==> src/rtl/pe_simd.sv <==
// pe_simd: LANES-wide pixel x coefficient dot-product engine with a running
// accumulator. Stage 1 registers the per-lane products. Stage 2 adds them into
// the accumulator, clamping or wrapping on overflow. A beat marked last also
// loads the output register. A held result (out_valid && !out_ready) freezes
// the whole pipe.

// One multiplier lane with its stage-1 product register.
module pe_lane #(
  parameter int PIXEL_WIDTH = 8,
  parameter int COEFF_WIDTH = 8,
  parameter int SIGNED      = 0
) (
  input  logic                               clk,
  input  logic                               rst,
  input  logic                               en,
  input  logic [PIXEL_WIDTH-1:0]             pixel,
  input  logic [COEFF_WIDTH-1:0]             coeff,
  output logic [PIXEL_WIDTH+COEFF_WIDTH-1:0] prod
);
  localparam int PW = PIXEL_WIDTH + COEFF_WIDTH;
  localparam bit SG = (SIGNED != 0);

  // Extend both operands to the full product width first. The low PW bits of
  // the product are then correct for both the signed and the unsigned case.
  logic [PW-1:0] px, cx;
  assign px = {{COEFF_WIDTH{SG & pixel[PIXEL_WIDTH-1]}}, pixel};
  assign cx = {{PIXEL_WIDTH{SG & coeff[COEFF_WIDTH-1]}}, coeff};

  // Stage-1 product register; only loads on an accepted beat.
  always_ff @(posedge clk) begin
    if (rst)     prod <= '0;
    else if (en) prod <= px * cx;
  end
endmodule

module pe_simd #(
  parameter int LANES       = 4,
  parameter int PIXEL_WIDTH = 8,
  parameter int COEFF_WIDTH = 8,
  parameter int ACCUM_WIDTH = 24,
  parameter int SIGNED      = 0,
  parameter int SATURATE    = 1
) (
  input  logic                         clk,
  input  logic                         rst,
  input  logic                         in_valid,
  output logic                         in_ready,
  input  logic [LANES*PIXEL_WIDTH-1:0] in_pixel,
  input  logic [LANES*COEFF_WIDTH-1:0] in_coeff,
  input  logic                         in_first,
  input  logic                         in_last,
  output logic                         out_valid,
  input  logic                         out_ready,
  output logic [ACCUM_WIDTH-1:0]       out_acc,
  output logic                         out_sat
);
  localparam int PW = PIXEL_WIDTH + COEFF_WIDTH;
  // Two headroom bits: enough for acc + sum in either signedness, with a
  // spare sign bit, so the bound compares can always be done as signed.
  localparam int EW = ACCUM_WIDTH + 2;
  localparam bit SG = (SIGNED != 0);
  localparam bit ST = (SATURATE != 0);

  localparam logic [EW-1:0] MAXV = SG ? {3'b000, {(ACCUM_WIDTH-1){1'b1}}}
                                      : {2'b00, {ACCUM_WIDTH{1'b1}}};
  localparam logic [EW-1:0] MINV = SG ? {3'b111, {(ACCUM_WIDTH-1){1'b0}}}
                                      : {EW{1'b0}};

  typedef struct packed {
    logic vld;
    logic first;
    logic last;
  } s1_t;

  logic [LANES-1:0][PW-1:0] prod;
  s1_t                      s1;
  logic [ACCUM_WIDTH-1:0]   acc, acc_nxt;
  logic                     sat, sat_nxt, prev_last;
  logic [EW-1:0]            sum, base, nxt;
  logic                     start, hi, lo, beat_en;

  assign in_ready = !(out_valid && !out_ready);
  assign beat_en  = in_valid && in_ready;

  for (genvar l = 0; l < LANES; l++) begin : g_lane
    pe_lane #(
      .PIXEL_WIDTH(PIXEL_WIDTH),
      .COEFF_WIDTH(COEFF_WIDTH),
      .SIGNED     (SIGNED)
    ) u_lane (
      .clk  (clk),
      .rst  (rst),
      .en   (beat_en),
      .pixel(in_pixel[l*PIXEL_WIDTH +: PIXEL_WIDTH]),
      .coeff(in_coeff[l*COEFF_WIDTH +: COEFF_WIDTH]),
      .prod (prod[l])
    );
  end

  // Lane adder tree: extend each product to the working width, then sum.
  always_comb begin
    sum = '0;
    for (int i = 0; i < LANES; i++)
      sum = sum + {{(EW-PW){SG & prod[i][PW-1]}}, prod[i]};
  end

  // A new accumulation starts on first, or on the beat right after a last.
  assign start = s1.first | prev_last;
  assign base  = start ? '0 : {{2{SG & acc[ACCUM_WIDTH-1]}}, acc};
  assign nxt   = base + sum;
  assign hi    = $signed(nxt) > $signed(MAXV);
  assign lo    = $signed(nxt) < $signed(MINV);

  // Overflow handling: clamp to the violated bound with sticky sat, or wrap.
  always_comb begin
    acc_nxt = nxt[ACCUM_WIDTH-1:0];
    sat_nxt = 1'b0;
    if (ST) begin
      sat_nxt = (!start & sat) | hi | lo;
      if (hi)      acc_nxt = MAXV[ACCUM_WIDTH-1:0];
      else if (lo) acc_nxt = MINV[ACCUM_WIDTH-1:0];
    end
  end

  // Stage-1 control, stage-2 accumulator and the output register all advance
  // together and all hold while the output is stalled.
  always_ff @(posedge clk) begin
    if (rst) begin
      s1        <= '0;
      acc       <= '0;
      sat       <= 1'b0;
      prev_last <= 1'b0;
      out_valid <= 1'b0;
      out_acc   <= '0;
      out_sat   <= 1'b0;
    end else if (in_ready) begin
      s1 <= '{vld: in_valid, first: in_valid & in_first, last: in_valid & in_last};
      if (s1.vld) begin
        acc       <= acc_nxt;
        sat       <= sat_nxt;
        prev_last <= s1.last;
      end
      out_valid <= s1.vld & s1.last;
      if (s1.vld & s1.last) begin
        out_acc <= acc_nxt;
        out_sat <= sat_nxt;
      end
    end
  end
endmodule

==> config.mk <==
export PLATFORM = sky130hd
export DESIGN_NAME = pe_simd
export DESIGN_NICKNAME = d
export VERILOG_FILES = /design/src/rtl/pe_simd.sv
export SDC_FILE = /design/constraint.sdc
export NUM_CORES = 1
export LEC_CHECK = 0
export ABC_AREA = 0
export ABC_CLOCK_PERIOD_IN_PS = 16200
export BUFFER_PORTS_ARGS = -buffer_cell sky130_fd_sc_hd__buf_2
export CAP_MARGIN = 15
export CELL_PAD_IN_SITES_DETAIL_PLACEMENT = 0
export CELL_PAD_IN_SITES_GLOBAL_PLACEMENT = 1
export CORE_MARGIN = 1.5
export CORE_UTILIZATION = 41
export CTS_CLUSTER_SIZE = 14
export DETAILED_ROUTE_END_ITERATION = 10
export PLACE_DENSITY_LB_ADDON = 0.1
export RECOVER_POWER = 25
export SLEW_MARGIN = 20
export SYNTH_ARGS = -nofsm -noshare
export SYNTH_HDL_FRONTEND = slang
export SYNTH_SLANG_ARGS = --single-unit
==> constraint.sdc <==
create_clock -name clk -period 16.2 [get_ports clk]
set_input_delay 3.24 -clock clk [delete_from_list [all_inputs] [get_ports clk]]
set_output_delay 3.24 -clock clk [all_outputs]
set_load 0.01 [all_outputs]
* Yosys cells after proc, flatten, opt, wreduce, memory -nomap -nowiden
Index checks and enable logic that the tools add are counted.
** Word-level totals
- Logic and storage cells :: 41
- Bits of input ports :: 70
- Output and inout port bits :: 27
- Register bits :: 119
** Cells by class
- Reduce and logical (&&, ||, !) cells :: 7
- Muxes and demuxes :: 3
- Multiply operators :: 4
- $add $sub $neg :: 4
- Magnitude comparators :: 2
- Bitwise logic cells :: 8
** Operator list (number)
- $mux 24 :: 3
- $mul 8x8->16 :: 4
- $add 24x19->25 :: 1
- $gt 25x24->1 const B :: 1
- $lt 25x1->1 const B :: 1
- $add 18x16->19 :: 1
- $add 17x16->18 :: 1
- $add 16x16->17 :: 1
- $and 1x1->1 :: 4
- $reduce_and 2->1 :: 2
- $logic_not 1->1 :: 3
- $or 1x1->1 :: 3
- $logic_and 1x1->1 :: 2
- $not 1->1 :: 1

* Depth between registers and ports, before layout
Gate-level depths: netlist of the first run.
- Depth in word-level cells :: 7
- Gate-level depth with buffers :: 21
- Gate-level depth less buffers :: 18

* Cells and area by module
Synthesis of the first run repeated with hierarchy kept, for this count alone.
** Unflattened totals
- Cells, all modules :: 1808
- Area, all modules :: 15650.0 µm²
** Modules (own cells, without submodules)
- pe_lane at g_lane[0].u_lane ... :: area an instance 2726.4 µm², times used 3, seq. area each 320.3 µm², cells an instance 306
- pe_simd :: area an instance 4835.9 µm², times used 1, seq. area each 1101.1 µm², cells an instance 593
- pe_lane at g_lane[3].u_lane :: area an instance 2635.0 µm², times used 1, seq. area each 320.3 µm², cells an instance 297

* Worst setup path after synthesis of the first run
OpenSTA, ideal clock, no wires.
- Kind :: input to register
- Start point :: input in_pixel[29]
- End point :: register g_lane[3].u_lane.prod[15]
- Setup time :: 0.115 ns
- Buffers on the path :: 1
- Stages :: 17
- Data required time :: 16.085 ns
- Data arrival time :: 7.439 ns
- Setup slack :: 8.646 ns
- Cell sequence :: clkbuf_1 -> nand2_1 -> fa_1 -> fa_1 -> inv_1 -> fa_1 -> inv_1 -> fa_1 -> inv_1 -> ha_1 -> a21o_1 -> or3_1 -> o2111ai_1 -> a21oi_1 -> o21ai_0 -> mux2_2 -> a2111oi_0
** On the way
- Cells in the longest elaborated chain, start to end :: 1
** RTL lines
- from (decl) :: RTL line 48 : input logic [LANES*PIXEL_WIDTH-1:0] in_pixel,
- $mul 8x8->16 :: RTL line 32 : else if (en) prod <= px * cx;
- to (signal assigned) :: RTL line 32
- to (decl) :: RTL line 18 : output logic [PIXEL_WIDTH+COEFF_WIDTH-1:0] prod
Every way passes these cells.
A chain may end at the register's enable or synchronous reset.

==> results of run 1 <==
[stage by stage]
stage | cell area, um2 | hold slack (ps) | total power, uW | cells | util
after CTS | 16100 | 452 | 2400 | 2302 | 0.455
after global routing | 16100 | 472 | 2640 | 2302 | 0.454
after global placement | 15500 | 441 | 2020 | 2270 | 0.439
after detailed placement | 15500 | 444 | 2020 | 2270 | 0.439
after floorplan | 14600 | 432 | 1620 | 1752 | -
final | 16100 | 450 | 2360 | 2302 | 0.454
[power breakdown]
| part | total (uW) | switching (uW) | internal (uW) | leakage [uW] |
|---|---|---|---|---|
| Clock | 359 | 156 | 203 | 0.000268 |
| Sequential | 388 | 40.6 | 348 | 0.000976 |
| Combinational | 1610 | 966 | 647 | 0.00669 |
[cell type report]
cell class | instances | area share
Clock buffer | 18 | 0.0274
Sequential cell | 119 | 0.148
Tap cell | 461 | 0.0359
Inverter | 323 | 0.0755
Multi-Input combinational cell | 1264 | 0.675
Clock inverter | 14 | 0.00725
Timing Repair Buffer | 103 | 0.0309
[layer usage]
layer  GRT usage  share of wire  wire length (um)
met5           0              0                 0
met4      0.0385         0.0096               329
met3      0.0216          0.022               765
met2       0.332           0.46             15800
met1       0.278           0.51             17400
[cell usage in the layout (no fill, tap or decap), types with 10 or more instances in the layout]
master,Yosys,layout
nor2b_1,10,10
buf_2,0,69
xor2_1,15,15
clkbuf_16,0,17
a21oi_1,101,101
nand2_1,256,255
nor2_1,120,119
clkbuf_1,38,28
a21o_1,23,23
or3_1,11,11
o21ai_0,28,28
ha_1,167,167
inv_1,322,322
xnor2_1,31,31
nor3_1,19,19
dfxtp_1,119,119
fa_1,191,191
a211oi_1,56,56
and2_1,135,134
nand3_1,22,22
[registers in the layout, indices dropped and copies added (netlist names)]
register,cells
prev_last,1
s1,3
out_valid,1
acc,24
sat,1
out_sat,1
g_lane.u_lane.prod,64
out_acc,24
[cell families (layout without fill, tap and decap cells)]
logic type                 Yosys count  after routing  share of synthesized area
buffers and inverters              369            458                     0.0975
DFF                                119            119                      0.163
and+or+nand+nor                    603            603                      0.192
muxes                                3              3                    0.00231
adders and majority gates          358            358                      0.404
xor gates and xnor gates            46             46                     0.0275
AOI/OAI and AO/OA                  254            254                      0.113
[critical path, stage by stage]
cell and delay, ps:
clkbuf_1 1550, clkbuf_1 2550, nor2_1 140, o31a_1 210
[worst paths after layout]
check,start,endpoint,slack [ps],cells past startpoint
max,rst,out_acc[23]$_SDFFE_PP0P_,8780,4
min,g_lane[1].u_lane.prod[6]$_SDFFE_PP0P_,g_lane[1].u_lane.prod[6]$_SDFFE_PP0P_,450,2
max reg2reg,prev_last$_SDFFE_PP0P_,acc[6]$_SDFFE_PP0P_,10880,18
min reg2reg,g_lane[1].u_lane.prod[6]$_SDFFE_PP0P_,g_lane[1].u_lane.prod[6]$_SDFFE_PP0P_,450,2
==> results, run 1 <==
- The run finished, with violations left.
- The checks that failed: capacitance limit, slew limit.
- The first-pass iteration count of the detailed router is 5.
- The max capacitance violation total is 2.
- The layout overhead on the synthesized area is 9.69%.
- Dividing total power by cell area gives a power density of between 100 and 150 nW/um2.
- The die is between 150 and 200 um wide.
- Setup repair after global routing left no endpoint under its margin.
- Setup violations remaining at the end of the flow were counted as 0.
- The number of buffers on the longest clock path is 2.
- By area the synthesized netlist is led by fa_1 26%, dfxtp_1 16%, ha_1 14%.
- After synthesis, the most frequently instantiated cells are 322 x inv_1, 256 x nand2_1, 191 x fa_1, 167 x ha_1, 135 x and2_1.
- The filler cells instantiated in the layout total approximately 3600.
- For this design the static power due to leakage is 0.00794 uW.
- When the netlist entered floorplanning its net count stood at 2180.
- The number of placed I/O pins is 97.
- The instance count of the mapped netlist is about 1800.
- The category of the worst setup path launch point is an input pin.
- Counting I/O delays and the setup requirement, the final critical path takes 7420 ps.
- The worst setup path is captured at a register.
- In the routed design, unresolved DRC markers number 0.
- The worst-case IR drop observed on VDD is about 92 uV.
- The Yosys step of the flow raised 0 warnings.
- Buffers placed on the I/O ports in this run total 96.
- The DRC violation total after the first TritonRoute iteration is 450.
- The final layout contains routed wiring with a total length of approximately 34000 um.
- The fraction of the cycle the final worst path needs is 0.458.
- The routed via count is about 11000.
- The slew at the pin closest to its max-slew limit is between 3000 and 4000 ps.
- The final antenna diode count is 0.
- The required time of the worst setup path is 16520 ps.
- The mean cell area of the mapped netlist is 8.35 um2.
- Static timing analysis puts the maximum clock frequency at between 100 and 150 MHz.
- The CTS tree is done.
- The sequential cells in the finished layout cover a total of approximately 2400 um2.
- The number of synthesized flops with an enable pin is 0.
- The number of max-slew violations in the final report was about 120.
- Once the clock tree was built, the resizer swapped 0 gates to a different size.
- The clock tree synthesis step divided the H-tree into 4 levels.
- The share of the Yosys chip area taken by registers is 0.163.
- The total die area is 36800 um2.
- Synthesis instantiated 63 different standard cells from the library.
- In the final layout, the share of cells above drive strength 1 is 0.0717.
- The later pin in the worst-skew pair is clocked with a latency of between 400 and 500 ps.
- Of all flip-flops after synthesis, the portion carrying an async set or reset was 0.
- inv_1 is the most common cell in the netlist.
- The area of combinational cells with multiple inputs is between 10000 and 15000 um2.
- The worst hold path belongs to the class reg -> reg.
- The initial core utilization is 0.414.
- The net count of the finished layout is 2256.
- The final worst-path setup slack is approximately 8800 ps.
- The congestion estimate from routability-driven global placement came to approximately 0.84.
- The maximum clock skew at final layout is 14.4 ps.
- The most used flip-flop cell after synthesis is dfxtp_1.
- Global routing finished with a remaining overflow of 0.
- The start-to-end type of the worst setup path is in -> reg.
- The routed length per instance is 14.9 um.
- The maximum net fanout on the critical path is 74.
- After clock tree synthesis, the clock-pin slew on the worst setup and hold paths is 70 ps.
- The floorplan has a little under 70 rows.
- The headroom to the max-slew limit is -1.30.
- The mapped cell area is around 15000 um2.
- In the routed layout, each cell is associated on average with a via count of ~4.9.
- Post-CTS timing repair inserted 0 buffers for setup.
- The count of final hold-check violations was 0.
- Data arrives at the worst endpoint at 7750 ps.
- The area of the core is approximately 35000 um2.
- In this run the clock root is driven by a clkbuf_16.
- Before CTS, the worst setup slack after placement is 8430 ps.
- The number of CTS-inserted buffers is 17.
- Detailed placement ended at an HPWL of between 20000 and 30000 um.
- The count of nets left with antenna violations once routing finished came out at 0.
- fa_1 takes more of the synthesized area than any other cell.
- The via count of the first global-routing pass is roughly 11000.
- The number of sinks on the clock net is roughly 120.
- The number of antenna violations at the first check in global routing is 0.
- The register bit total from synthesis is roughly 120.
- The first global-routing pass estimated ~58000 um of wire.
- For this design, the CTS-stage hold fixing added 0 buffers.
- Across every metal layer, demand over resource in global routing totals 0.198.
- The height of the chip is approximately 190 um.
- The pin count of the biggest net entering global routing is between 70 and 80.
- The area share of the largest cell type after synthesis is 0.261.
- The summed negative setup slack over all endpoints is 0 ps.
Power figures use the tool's default switching activity.
==> inputs of run 2 (changes only) <==
ABC_CLOCK_PERIOD_IN_PS = 7800   (was 16200)
clock period = 7.8 ns   (was 16.2 ns; I/O delays follow)
==> run 2 against run 1 <==
The run still ends with capacitance limit, slew limit left. Hold slack worse by 1.2 ps. Final cell count barely moved. Routed wire length increased by 1.2%. Setup slack worse by 6700 ps. Sequential cell count stayed put. First-iteration DRC count rose by 0.67%. Global-route usage grew 0.069 points. Die area unchanged. Sequential share of layout area fell by 0.053 points. Core utilization is 0.16 points higher.
==> results, run 2 (same netlist as run 1, synthesis figures left out) <==
- The worst endpoint data arrival time is between 5000 and 6000 ps.
- The register name with the most flops is g_lane.u_lane.prod.
- The die span in x is approximately 190 um.
- The CTS clock-pin slew for the worst setup and hold paths is ~60 ps.
- The critical path is of the in -> reg type.
- The max capacitance violation total is 3.
- The clock insertion delay at the later pin of the skew report is between 400 and 500 ps.
- STA classifies the critical path startpoint as an input pin.
- From synthesis to final layout, the design area changed by 10.1%.
- The number of gates resized after CTS was 0.
- Internal power comes to roughly 2600 uW.
- The proportion of layout cells with a drive suffix above 1 is 0.0711.
- Of the total power, the share spent switching nets is 0.486.
- In the final timing run, aggregate negative setup slack is 0 ps.
- The first global-routing pass estimated around 58000 um of wire.
- The worst register-to-register path has a depth of 17.
- The largest registers in the layout are g_lane.u_lane.prod x64, acc x24, out_acc x24.
- The height of the chip is 192 um.
- 0 antenna diodes ended up in the layout.
- For this block, the initial DRC count from the detailed router was roughly 450.
- The path class of the tightest hold or removal check is reg -> reg.
- The number of antenna violations at the first check in global routing came to 0.
- The power dissipated by switching net loads is 2430 uW.
- The leftover overflow at the end of global routing is 0.
- The count of nets left with antenna violations once routing finished came out at 0.
- The count of buffers added on input and output ports is 96.
- The headroom to the max-slew limit is -1.33.
- In this run the power density over the cells is a little over 300 nW/um2.
- The congestion estimate from routability-driven global placement came to 0.841.
- The startpoint of the tightest hold check path is g_lane[0].u_lane.prod[8]$_SDFFE_PP0P_.
- The routed length per instance is roughly 15 um.
- The die covers 36800 um2.
- The register with the most flip-flops in the layout has 64 of them.
- The maximum vdd ir drop is 211 uV.
- The combinational share of power is 0.674.
- The time the worst path needs with I/O delays and setup is about 5700 ps.
- The end of the worst register-to-register path is acc[8]$_SDFFE_PP0P_.
- The worst hold endpoint is g_lane[0].u_lane.prod[8]$_SDFFE_PP0P_.
- The commonest non-fill, non-tap cell in the layout is inv_1.
- The part of the total power dissipated in sequential elements is 0.161.
- The library cells used most frequently in the layout, excluding fill and tap cells, are 322 x inv_1, 256 x nand2_1, 191 x fa_1.
- The number of placed I/O pins is between 90 and 100.
- The via count of the first global-routing pass came to ~11000.
- Across all layers, the routed design uses around 11000 vias.
- The initial core utilization is 0.414.
- For the worst setup path, the data required time is just under 8000 ps.
- For this run, the detailed router's first-pass iteration total came to 4.
- The count of final hold-check violations is 0.
- Final hold analysis gives a worst-case slack of 449 ps.
- After clock tree synthesis, the flow added hold-fix buffers numbering 0.
- At the placement stage, the worst setup path has a slack of 1670 ps.
- The cell count of the worst hold path is 2.
- The maximum clock skew at final layout is roughly 12 ps.
- For this block, the routed nets add up to about 35000 um of wire.
- The CTS tree is done.
- The end-of-flow core utilization is 0.455.
- The relative contribution of the clock network to total power is 0.165.
- The flow ran to the end, but the final reports show violations.
- For the pin with the worst max-slew slack, the measured transition is 3490 ps.
- After legalization and detailed placement, the total HPWL measured ~28000 um.
- The cell at the root of the clock tree is clkbuf_16.
- The final worst-path setup slack is about 2100 ps.
- The number of remaining DRC errors is 0.
- Setup repair after global routing left no endpoint under its margin.
- The achievable frequency is roughly 180 MHz.
- The area of the core is 35400 um2.
- The worst register-to-register path begins at prev_last$_SDFFE_PP0P_.
- The fraction of the cycle the final worst path needs is 0.731.
- The level count of the clock H-tree is 4.
- Counting every sink on the clock net gives ~120.
- The clock passes through at most 2 buffers.
- The checks that failed: capacitance limit, slew limit.
- The number of standard-cell rows in the floorplan is 69.
- The net count of the finished layout is 2257.
- The leakage power is roughly 0.008 uW.
- The setup violation total in the final timing report is 0.
- The number of setup buffers added after CTS is 0.
- Power comes to approximately 5000 uW.
- The number of CTS-inserted buffers is 17.
- The number of fillers in the final layout is 3661.
- Across every metal layer, demand over resource in global routing totals 0.199.
- The critical path capture point type is a register.
- In the routed layout, each cell is associated on average with a via count of approximately 5.
- The setup check on the worst reg-to-reg path leaves a slack of around 2300 ps.
- The number of max-slew violations in the final report was 171.
- The maximum net fanout on the critical path is between 70 and 80.
- The pin count of the biggest net entering global routing is between 70 and 80.
-- run 2: worst max-delay path by stage --
stage / startpoint / endpoint / slack [ps] / depth (start not counted)
after floorplan: in_pixel[29] / g_lane[3].u_lane.prod[15]$_SDFFE_PP0P_ / 1930 / 17
after global placement: in_pixel[5] / g_lane[0].u_lane.prod[15]$_SDFFE_PP0P_ / 1770 / 17
after detailed placement: in_pixel[30] / g_lane[3].u_lane.prod[15]$_SDFFE_PP0P_ / 1670 / 15
after CTS: in_pixel[30] / g_lane[3].u_lane.prod[15]$_SDFFE_PP0P_ / 2120 / 15
after global routing: rst / out_sat$_SDFFE_PP0P_ / 1540 / 3
final: rst / g_lane[2].u_lane.prod[5]$_SDFFE_PP0P_ / 2100 / 3
-- run 2: cell type report --
class                           count  area (um2)  share of cell area
Multi-Input combinational cell   1264       10800               0.672
Clock buffer                       18         439              0.0273
Timing Repair Buffer              104         499              0.0310
Clock inverter                     14         173              0.0107
Tap cell                          461         577              0.0358
Inverter                          323        1210              0.0752
Sequential cell                   119        2380               0.148
-- run 2: layer usage --
metal / vias to the layer above / global-route usage / part of all wire
met5: - / 0 / 0
met4: 0 / 0.0547 / 0.019
met3: 32 / 0.0210 / 0.018
met2: 113 / 0.325 / 0.45
met1: 5425 / 0.279 / 0.51
li1: 5706 / - / -
-- run 2: through the flow --
step	cell area (um2)	std cells
6_report	16100	2303
5_1_grt	16100	2303
4_1_cts	16200	2303
3_5_place_dp	15500	2271
3_3_place_gp	15500	2271
2_1_floorplan	14600	1752
-- run 2: power groups by stage --
| stage | clock network, uW | logic, uW | registers (uW) |
|---|---|---|---|
| after floorplan | 0 | 2580 | 784 |
| after global placement | 0 | 3400 | 818 |
| after detailed placement | 0 | 3410 | 820 |
| after CTS | 842 | 3440 | 808 |
| after global routing | 870 | 3890 | 822 |
| final | 828 | 3380 | 807 |
-- run 2: worst max-delay path, stage by stage --
cell and delay (ps):
clkbuf_1 1480, clkbuf_1 2540, nor2_1 150
